<file path="src/rtl/goe_cfg_pkg.sv">
// Shared configuration for the GOE table loader: table ids, widths, default depths,
// FSM encoding and the table-id to write-enable decode.
package goe_cfg_pkg;

   localparam int unsigned ADDR_W = 16;
   localparam int unsigned DATA_W = 2;

   localparam int unsigned DEPTH0_DEFAULT = 65536;
   localparam int unsigned DEPTH1_DEFAULT = 65536;
   localparam int unsigned DEPTH2_DEFAULT = 16;

   localparam logic [1:0] TBL_S0  = 2'd0;
   localparam logic [1:0] TBL_S1  = 2'd1;
   localparam logic [1:0] TBL_S2  = 2'd2;
   localparam logic [1:0] TBL_ALL = 2'd3;

   typedef enum logic [1:0] {
      StIdle,
      StRun,
      StFlush,
      StDone
   } state_e;

   function automatic logic [2:0] tbl_onehot(input logic [1:0] tbl);
      logic [2:0] we;
      unique case (tbl)
         TBL_S0:  we = 3'b001;
         TBL_S1:  we = 3'b010;
         TBL_S2:  we = 3'b100;
         default: we = 3'b000;
      endcase
      return we;
   endfunction

endpackage

</file>
<file path="src/rtl/goe_table_loader_if.sv">
// Control/write-port bundle between the register bank (master) and the table loader (slave).
interface goe_table_loader_if;

   logic                                start;
   logic                                abort;
   logic [1:0]                          table_sel;
   logic [goe_cfg_pkg::ADDR_W-1:0]      in_mask;
   logic [4:0]                          thr0;
   logic [4:0]                          thr1;
   logic [2:0]                          tbl_we;
   logic [goe_cfg_pkg::ADDR_W-1:0]      tbl_waddr;
   logic [goe_cfg_pkg::DATA_W-1:0]      tbl_wdata;
   logic                                busy;
   logic                                done;
   logic                                aborted;

   modport master (
      output start, abort, table_sel, in_mask, thr0, thr1,
      input  tbl_we, tbl_waddr, tbl_wdata, busy, done, aborted
   );

   modport slave (
      input  start, abort, table_sel, in_mask, thr0, thr1,
      output tbl_we, tbl_waddr, tbl_wdata, busy, done, aborted
   );

endinterface

</file>
<file path="src/rtl/goe_popcount16.sv">
// Registered 16-bit population count; result valid one cycle after data_i.
module goe_popcount16 (
   input  logic        clk_i,
   input  logic        rst_ni,
   input  logic [15:0] data_i,
   output logic [4:0]  cnt_o
);

   logic [4:0] cnt_q, cnt_d;

   always_comb begin
      cnt_d = '0;
      for (int i = 0; i < 16; i++) begin
         cnt_d = cnt_d + 5'(data_i[i]);
      end
   end

   always_ff @(posedge clk_i or negedge rst_ni) begin
      if (!rst_ni) begin
         cnt_q <= '0;
      end else begin
         cnt_q <= cnt_d;
      end
   end

   assign cnt_o = cnt_q;

endmodule

</file>
<file path="src/rtl/goe_table_loader.sv">
// Sweeps the selected GOE tables and writes popcount-threshold entries through a
// two-stage pipeline (popcount, then compare + registered write port).
module goe_table_loader
   import goe_cfg_pkg::*;
#(
   parameter int unsigned DEPTH0 = DEPTH0_DEFAULT,
   parameter int unsigned DEPTH1 = DEPTH1_DEFAULT,
   parameter int unsigned DEPTH2 = DEPTH2_DEFAULT
) (
   input  logic                clk,
   input  logic                rst_n,
   goe_table_loader_if.slave   bus
);

   localparam logic [ADDR_W-1:0] LAST0 = ADDR_W'(DEPTH0 - 1);
   localparam logic [ADDR_W-1:0] LAST1 = ADDR_W'(DEPTH1 - 1);
   localparam logic [ADDR_W-1:0] LAST2 = ADDR_W'(DEPTH2 - 1);

   state_e              state_q, state_d;
   logic [1:0]          sel_q, sel_d, cur_tbl_q, cur_tbl_d;
   logic [ADDR_W-1:0]   mask_q, mask_d, addr_q, addr_d;
   logic [4:0]          thr0_q, thr0_d, thr1_q, thr1_d;
   logic                flush_cnt_q, flush_cnt_d;
   logic                p1_vld_q, p1_vld_d;
   logic [1:0]          p1_tbl_q, p1_tbl_d;
   logic [ADDR_W-1:0]   p1_addr_q, p1_addr_d;
   logic [2:0]          we_q, we_d;
   logic [ADDR_W-1:0]   waddr_q, waddr_d;
   logic [DATA_W-1:0]   wdata_q, wdata_d;
   logic                busy_q, busy_d, done_q, done_d, aborted_q, aborted_d;
   logic [4:0]          cnt;
   logic [ADDR_W-1:0]   last_addr;
   logic                issue;

   goe_popcount16 u_popcount (
      .clk_i  (clk),
      .rst_ni (rst_n),
      .data_i (addr_q & mask_q),
      .cnt_o  (cnt)
   );

   always_comb begin
      state_d     = state_q;
      sel_d       = sel_q;
      cur_tbl_d   = cur_tbl_q;
      mask_d      = mask_q;
      addr_d      = addr_q;
      thr0_d      = thr0_q;
      thr1_d      = thr1_q;
      flush_cnt_d = flush_cnt_q;
      busy_d      = busy_q;
      done_d      = 1'b0;
      aborted_d   = 1'b0;
      issue       = 1'b0;

      unique case (cur_tbl_q)
         TBL_S0:  last_addr = LAST0;
         TBL_S1:  last_addr = LAST1;
         default: last_addr = LAST2;
      endcase

      unique case (state_q)
         StIdle: begin
            if (bus.start && !bus.abort) begin
               sel_d     = bus.table_sel;
               cur_tbl_d = (bus.table_sel == TBL_ALL) ? TBL_S0 : bus.table_sel;
               mask_d    = bus.in_mask;
               thr0_d    = bus.thr0;
               thr1_d    = bus.thr1;
               addr_d    = '0;
               busy_d    = 1'b1;
               state_d   = StRun;
            end
         end
         StRun: begin
            issue = 1'b1;
            if (addr_q == last_addr) begin
               addr_d = '0;
               // Chained loads roll straight into the next table without a bubble.
               if (sel_q == TBL_ALL && cur_tbl_q != TBL_S2) begin
                  cur_tbl_d = cur_tbl_q + 2'd1;
               end else begin
                  flush_cnt_d = 1'b0;
                  state_d     = StFlush;
               end
            end else begin
               addr_d = addr_q + ADDR_W'(1);
            end
         end
         StFlush: begin
            if (flush_cnt_q) begin
               busy_d  = 1'b0;
               done_d  = 1'b1;
               state_d = StDone;
            end else begin
               flush_cnt_d = 1'b1;
            end
         end
         StDone: begin
            state_d = StIdle;
         end
         default: begin
            state_d = StIdle;
         end
      endcase

      p1_vld_d  = issue;
      p1_tbl_d  = cur_tbl_q;
      p1_addr_d = addr_q;
      we_d      = p1_vld_q ? tbl_onehot(p1_tbl_q) : 3'b000;
      waddr_d   = p1_vld_q ? p1_addr_q : '0;
      wdata_d   = p1_vld_q ? {cnt >= thr1_q, cnt >= thr0_q} : '0;

      // Abort kills everything in flight so no partial write escapes.
      if (bus.abort && (state_q == StRun || state_q == StFlush)) begin
         state_d   = StIdle;
         addr_d    = '0;
         busy_d    = 1'b0;
         aborted_d = 1'b1;
         p1_vld_d  = 1'b0;
         we_d      = 3'b000;
         waddr_d   = '0;
         wdata_d   = '0;
      end
   end

   always_ff @(posedge clk or negedge rst_n) begin
      if (!rst_n) begin
         state_q     <= StIdle;
         sel_q       <= TBL_S0;
         cur_tbl_q   <= TBL_S0;
         mask_q      <= '0;
         addr_q      <= '0;
         thr0_q      <= '0;
         thr1_q      <= '0;
         flush_cnt_q <= 1'b0;
         p1_vld_q    <= 1'b0;
         p1_tbl_q    <= TBL_S0;
         p1_addr_q   <= '0;
         we_q        <= 3'b000;
         waddr_q     <= '0;
         wdata_q     <= '0;
         busy_q      <= 1'b0;
         done_q      <= 1'b0;
         aborted_q   <= 1'b0;
      end else begin
         state_q     <= state_d;
         sel_q       <= sel_d;
         cur_tbl_q   <= cur_tbl_d;
         mask_q      <= mask_d;
         addr_q      <= addr_d;
         thr0_q      <= thr0_d;
         thr1_q      <= thr1_d;
         flush_cnt_q <= flush_cnt_d;
         p1_vld_q    <= p1_vld_d;
         p1_tbl_q    <= p1_tbl_d;
         p1_addr_q   <= p1_addr_d;
         we_q        <= we_d;
         waddr_q     <= waddr_d;
         wdata_q     <= wdata_d;
         busy_q      <= busy_d;
         done_q      <= done_d;
         aborted_q   <= aborted_d;
      end
   end

   assign bus.tbl_we    = we_q;
   assign bus.tbl_waddr = waddr_q;
   assign bus.tbl_wdata = wdata_q;
   assign bus.busy      = busy_q;
   assign bus.done      = done_q;
   assign bus.aborted   = aborted_q;

endmodule
</file>
<file path="src/flat_wrapper.sv">
// flat-port wrapper written by rule: the top's interface ports become plain ports
module goe_table_loader_flat import goe_cfg_pkg::*;
#(
   parameter int unsigned DEPTH0 = DEPTH0_DEFAULT,
   parameter int unsigned DEPTH1 = DEPTH1_DEFAULT,
   parameter int unsigned DEPTH2 = DEPTH2_DEFAULT
)
  (clk, rst_n, bus_start, bus_abort, bus_table_sel, bus_in_mask, bus_thr0, bus_thr1, bus_tbl_we, bus_tbl_waddr, bus_tbl_wdata, bus_busy, bus_done, bus_aborted);
  goe_table_loader_if bus_i ();
  input  logic clk;
  input  logic rst_n;
  input wire logic [$bits(bus_i.start)-1:0] bus_start;
  input wire logic [$bits(bus_i.abort)-1:0] bus_abort;
  input wire logic [$bits(bus_i.table_sel)-1:0] bus_table_sel;
  input wire logic [$bits(bus_i.in_mask)-1:0] bus_in_mask;
  input wire logic [$bits(bus_i.thr0)-1:0] bus_thr0;
  input wire logic [$bits(bus_i.thr1)-1:0] bus_thr1;
  output wire logic [$bits(bus_i.tbl_we)-1:0] bus_tbl_we;
  output wire logic [$bits(bus_i.tbl_waddr)-1:0] bus_tbl_waddr;
  output wire logic [$bits(bus_i.tbl_wdata)-1:0] bus_tbl_wdata;
  output wire logic [$bits(bus_i.busy)-1:0] bus_busy;
  output wire logic [$bits(bus_i.done)-1:0] bus_done;
  output wire logic [$bits(bus_i.aborted)-1:0] bus_aborted;
  assign bus_i.start = bus_start;
  assign bus_i.abort = bus_abort;
  assign bus_i.table_sel = bus_table_sel;
  assign bus_i.in_mask = bus_in_mask;
  assign bus_i.thr0 = bus_thr0;
  assign bus_i.thr1 = bus_thr1;
  assign bus_tbl_we = bus_i.tbl_we;
  assign bus_tbl_waddr = bus_i.tbl_waddr;
  assign bus_tbl_wdata = bus_i.tbl_wdata;
  assign bus_busy = bus_i.busy;
  assign bus_done = bus_i.done;
  assign bus_aborted = bus_i.aborted;
  goe_table_loader #(.DEPTH0(DEPTH0), .DEPTH1(DEPTH1), .DEPTH2(DEPTH2)) u_core (.clk(clk), .rst_n(rst_n), .bus(bus_i));
endmodule
</file>
<file path="config.mk">
export PLATFORM = sky130hd
export DESIGN_NAME = goe_table_loader_flat
export DESIGN_NICKNAME = d
export VERILOG_FILES = /design/src/rtl/goe_cfg_pkg.sv /design/src/rtl/goe_table_loader_if.sv /design/src/rtl/goe_popcount16.sv /design/src/rtl/goe_table_loader.sv /design/src/flat_wrapper.sv
export SDC_FILE = /design/constraint.sdc
export NUM_CORES = 1
export LEC_CHECK = 0
export ABC_AREA = 1
export BUFFER_PORTS_ARGS = -buffer_cell sky130_fd_sc_hd__buf_2
export CORE_MARGIN = 2
export CORE_UTILIZATION = 60
export CTS_CLUSTER_DIAMETER = 30
export DETAILED_ROUTE_END_ITERATION = 8
export PLACE_DENSITY = 0.82
export SYNTH_ARGS = -nofsm -noshare
export SYNTH_HDL_FRONTEND = slang
export SYNTH_SLANG_ARGS = --single-unit
</file>
<file path="constraint.sdc">
create_clock -name clk -period 11.3 [get_ports clk]
set_input_delay 0.565 -clock clk [delete_from_list [all_inputs] [get_ports clk]]
set_output_delay 0.565 -clock clk [all_outputs]
set_load 0.03 [all_outputs]
</file>
======== After elaboration in Yosys (flattened, before gate mapping) ========
Index checks and enable logic that the tools add are counted.
cells by class
  eq/ne operators ......................... 18
  mux-type cells .......................... 35
  add/sub/neg operators ................... 17
  $lt $le $gt $ge ......................... 2
  reductions and logical operators ........ 19
  bitwise operators ....................... 1
operators with widths
  cell                                                                   number
  16-bit 2-to-1 mux                                                      6
  5-bit by 1-bit adder with 5-bit output                                 11
  16-bit case mux with 2 select lines                                    1
  2-bit 2-to-1 mux                                                       11
  16-bit by 1-bit adder with 16-bit output, second input constant        1
  16-bit bitwise AND                                                     1
  16-bit equality test                                                   1
  2-bit equality test, second input constant                             5
  5-bit greater-or-equal comparator                                      2
  1-bit 2-to-1 mux                                                       10
  3-bit case mux with 3 select lines                                     1
  2-bit case mux with 4 select lines                                     1
  4-bit AND reduction                                                    2
  2-bit by 1-bit equality test with 1-bit output, second input constant  3
  2-bit zero test                                                        3
  3-bit 2-to-1 mux                                                       2
  2-bit by 1-bit != test with 1-bit output, second input constant        3
  3-bit by 2-bit != test with 1-bit output, second input constant        2
  3-bit AND reduction                                                    2
  3-bit nonzero test                                                     2
  4-bit by 1-bit adder with 5-bit output                                 1
  3-bit by 1-bit adder with 4-bit output                                 1
  2-bit != test, second input constant                                   2
  1-bit case mux with 2 select lines                                     2
  12 further kinds                                                       16
word-level totals
  register bits ........................... 97

======== Longest topological paths before layout ========
  word-level depth ........................ 16
  gate-level depth with buffers ........... 14
  mapped depth without buffers ............ 14

======== Hierarchy ========
Synthesis repeated with hierarchy kept, for this count alone.
second synthesis, totals
  cell total of the unflattened synthesis .. 502
  area total of the unflattened synthesis .. 4718.3 µm²
modules (own cells, without submodules)
  module            cells each  area an instance (µm²)  times used
  goe_table_loader  449         4196.5                  1
  goe_popcount16    53          521.8                   1

======== Least setup slack after synthesis ========
No wires, ideal clock.
  kind .................................... register -> register
  start ................................... reg u_core.addr_q[0]
  end ..................................... reg u_core.u_popcount.cnt_q[2], in the netlist u_core.u_popcount.cnt_o[2]
  slack ................................... 7756 ps
  cell stages (with the launch flop) ...... 13
  arrival time ............................ 3421 ps
  setup time .............................. 123 ps
  path buffers ............................ 0
  path through ............................ dfrtp_1 nand2_1 inv_1 fa_1 inv_1 fa_1 fa_1 inv_1 fa_1 ha_1 inv_1 fa_1 xnor2_1
on the way
  word-level cells in the longest chain between the ends .. 16
RTL lines
  item                                                   RTL line                 RTL
  from (decl)                                            goe_table_loader.sv:21   logic [ADDR_W-1:0] mask_q, mask_d, addr_q, addr_d;
  from (signal assigned)                                 goe_table_loader.sv:151  addr_q <= addr_d;
  16-bit bitwise AND                                     goe_table_loader.sv:38   .data_i (addr_q & mask_q),
  1-bit by 1-bit adder with 2-bit output                 goe_popcount16.sv:14     cnt_d = cnt_d + 5'(data_i[i]);
  2-bit by 1-bit adder with 3-bit output                 goe_popcount16.sv:14
  3-bit by 1-bit adder with 4-bit output                 goe_popcount16.sv:14
  4-bit by 1-bit adder with 5-bit output                 goe_popcount16.sv:14
  5-bit by 1-bit adder with 5-bit output (11 in series)  goe_popcount16.sv:14
  via u_core.u_popcount.cnt_d[2]                         goe_popcount16.sv:9      logic [4:0] cnt_q, cnt_d;
  to (signal assigned)                                   goe_popcount16.sv:22     cnt_q <= cnt_d;
  to (decl)                                              goe_popcount16.sv:9
The timed path passes the listed nets, and every way through them passes these cells.
A chain may end at the register's enable or synchronous reset.

======== Final worst setup path ========
Same ends and word-level chain as after synthesis.

==> flow_metrics.py <==
metrics = {
    "synth": {
        "ys.flop_type": "sky130_fd_sc_hd__dfrtp_1",
        "synth_top_cells_by_count": "sky130_fd_sc_hd__nand2_1 (106), sky130_fd_sc_hd__dfrtp_1 (97), sky130_fd_sc_hd__nor2_1 (65)",
        "synth_compound_area_share_pct": 3.46,
        "synth_top_area_share_pct": 53.3,
        "post_synth_fa_ha_maj_area_fraction_pct": 10.4,
        "synth_simple_gate_area_share_pct": 20.4,
        "synth_top_family_by_area": "simple AND/OR/NAND/NOR gates",
        "syn-cell-area_sq_um": 4550,
        "synth_cell_types": 28,
        "synth-async-reset-ratio_pct": 100,
        "synth_fp_nets": 537,
        "synth.avg_cell_area_sq_um": 9.62,
        "synth.area.top_cells": "sky130_fd_sc_hd__dfrtp_1 (53%), sky130_fd_sc_hd__nand2_1 (8.7%), sky130_fd_sc_hd__ha_1 (6.0%)",
        "synth.most_common_cell": "sky130_fd_sc_hd__nand2_1",
        "yosysWarnings": 0,
        "postSynthCellCount": 473,
        "synth-seq-area-share_pct": 53.3,
        "post_synth_mux_area_share_pct": 4.70,
        "synth.largest_area_cell": "sky130_fd_sc_hd__dfrtp_1",
        "number_of_flops_mapped_to_enable_cells_by_yosys": 0,
        "synth.ff_latch_count": 97,
        "post_synth_xor_area_fraction_pct": 1.73,
    },
    "cells_and_area": {
        "finalInstanceArea_sq_um": 5140,
        "final_core_utilization_pct": 70.5,
        "nets": 596,
        "synthToLayoutAreaGrowth_pct": 13.0,
        "drive_gt1_share_pct": 20.1,
        "diodes": 0,
    },
    "clock_tree": {
        "max-clock-path-buffers": 2,
        "clock_tree.root_cell": "sky130_fd_sc_hd__clkbuf_8",
        "insertion_delay_ns": 0.37,
        "clock-sinks": 97,
        "postCtsSetupBuffers": 0,
        "cts_tree": "built",
        "resized_cells_post_cts": 0,
        "postCtsHoldBufs": 0,
        "cts-buffers-inserted": 9,
        "htreeDepth": 3,
        "clk_transition_reported_paths_ns": 0.09,
    },
    "floorplan": {
        "start_util_pct": 62.4,
        "die_width_um": 91.1,
        "row_count": 31,
        "ios": 56,
        "floorplan.die.height_um": 91.1,
        "core_sq_um": 7290,
        "dieArea_sq_um": 8300,
    },
    "critical_path": {
        "category_of_the_worst_setup_path_capture_point": "flip-flop",
        "worst_ep_arrival_time_ns": 3.97,
        "slowest_delay_ns": 0.54,
        "cells_traversed_along_the_worst_timing_path": "nand2_1, inv_1, fa_1, inv_1, fa_1, fa_1, inv_1, fa_1, ha_1, inv_1, fa_1, xnor2_1",
        "cpLargestDelayFamily": "adder cells",
        "reg2reg_from": "u_core.addr_q[0]",
        "timing.critical_path.fanout_max": 7,
        "timing.critical_path.required_ns": 11.55,
        "timing.reg2reg.setup_slack_ns": 7.58,
        "worstSetupPathType": "reg -> reg",
        "rr_worst_depth": 12,
        "worstPathBufferInverterCount": 4,
        "r2r-end": "u_core.u_popcount.cnt_o[2]",
        "cp-start-kind": "flip-flop",
        "crit_path_top_delay_cell": "sky130_fd_sc_hd__fa_1",
        "setup.worst_path.start": "u_core.addr_q[0]",
        "path_common_cell": "sky130_fd_sc_hd__fa_1",
    },
    "global_routing": {
        "via_count_of_the_first_global_routing_pass": 3319,
        "overflow": 0,
        "antenna_found_initial": 0,
        "globalRouteTotalUtil_pct": 24.0,
        "global_route_wire_length_before_repair_mm": 15.4,
        "grt_max_degree": 61,
    },
    "timing": {
        "fin_worst_skew_ns": 0.00913,
        "fmax_ghz": 0.268,
        "finalCritPeriodShare_pct": 33.0,
        "timing.final.ws_setup_ns": 7.58,
        "headroom_to_the_max_slew_limit_pct": 51.6,
        "setup_tns_ns": 0,
        "grt_setup_unrepaired": "no",
        "hold_viol_final": 0,
        "timing.final.crit_period_ns": 3.72,
        "tightestPinTransition_ns": 0.727,
        "finalSetupViolations": 0,
        "finalMaxSlewViolations": 0,
        "hold_ws_ns": 0.147,
    },
    "job": {
        "drv_cap": 0,
    },
    "pwr": {
        "power_density_nw_per_um2": 198,
        "irDropWorstVdd_uv": 114,
        "cellLeakagePower_uw": 0.00273,
    },
    "routing": {
        "finalWirelength_mm": 9.09,
        "wire_length_per_cell_um": 14.3,
        "antenna_violating_nets_left": 0,
        "via_count": 3343,
        "via_per_inst": 5.26,
        "detail_route.first_pass.iterations": 5,
        "detail_route.drc_violations": 0,
        "drt_iter0_drc": 185,
    },
    "placed_design": {
        "hpwl_mm": 6.52,
        "gp_congestion": 0.941,
        "detailed_place.area_sq_um": 4920,
        "setup_slack_after_placement_ns": 7.59,
        "placement.io_buffers": 55,
    },
    "hold_path": {
        "hp-class": "in -> async",
    },
    "status": {
        "run_status": "complete, no violations",
    },
}
==> power breakdown <==
group	total [uW]	leakage, uW	switching, uW	internal [uW]
registers	469	0.00127	47.6	422
clock network	251	0.000109	120	131
logic	296	0.00135	190	106
total	1020	0.00273	357	659
==> worst max path at each step <==
stage / depth (start not counted) / end / slack [ns]
floorplan: 12 / u_core.u_popcount.cnt_o[2] / 7.76
finish: 12 / u_core.u_popcount.cnt_o[2] / 7.58
global placement: 12 / u_core.u_popcount.cnt_o[2] / 7.69
detailed placement: 12 / u_core.u_popcount.cnt_o[2] / 7.59
global route: 12 / u_core.u_popcount.cnt_o[4] / 7.40
CTS: 12 / u_core.u_popcount.cnt_o[2] / 7.57
==> flip-flops by register name (all words and copies together), names as in the netlist, 3 cells and up <==
register / flops
u_core.thr1_q: 5
u_core.mask_q: 16
u_core.p1_addr_q: 16
u_core.addr_q: 16
u_core.bus.tbl_waddr: 16
u_core.bus.tbl_we: 3
u_core.u_popcount.cnt_o: 5
u_core.thr0_q: 5
==> cell usage in the layout (no fill, tap or decap), types with 6 or more instances in the layout <==
cell,n
sky130_fd_sc_hd__nand2_2,6
sky130_fd_sc_hd__nor2_1,65
sky130_fd_sc_hd__inv_1,56
sky130_fd_sc_hd__nand3_1,15
sky130_fd_sc_hd__buf_2,54
sky130_fd_sc_hd__nor2_2,7
sky130_fd_sc_hd__o21ai_0,7
sky130_fd_sc_hd__dfrtp_1,97
sky130_fd_sc_hd__fa_1,10
sky130_fd_sc_hd__xor2_1,8
sky130_fd_sc_hd__clkbuf_8,10
sky130_fd_sc_hd__mux2_2,19
sky130_fd_sc_hd__ha_1,22
sky130_fd_sc_hd__nand4_1,12
sky130_fd_sc_hd__a21oi_1,17
sky130_fd_sc_hd__nand2_1,106
==> stage by stage <==
step / cells / total power (uW)
2_1_floorplan: 473 / 691
3_3_place_gp: 620 / 753
3_5_place_dp: 620 / 770
4_1_cts: 635 / 1020
5_1_grt: 635 / 1080
6_report: 635 / 1020
==> routing by layer <==
layer | global-route usage, % | routed length [um]
met1 | 30.6 | 3750
met5 | 0 | 0
met2 | 41.2 | 4700
met3 | 4.90 | 489
met4 | 8.21 | 153
==> area by class of cell <==
cell class / count / area [sq um]
Timing Repair Buffer: 57 / 293
Multi-Input combinational cell: 308 / 1850
Inverter: 59 / 221
Sequential cell: 97 / 2430
Tap cell: 99 / 124
Fill cell: 542 / 2150
Clock buffer: 10 / 138
Clock inverter: 5 / 85.1
==> cell families (layout without fill, tap and decap cells) <==
kind of cell,count (synthesis),after routing
mux,19,19
fa+ha+maj,32,32
compound gates,29,29
simple gates,219,219
buf+inv,68,131
xor+xnor,9,9
flops,97,97
Power figures use the tool's default switching activity.
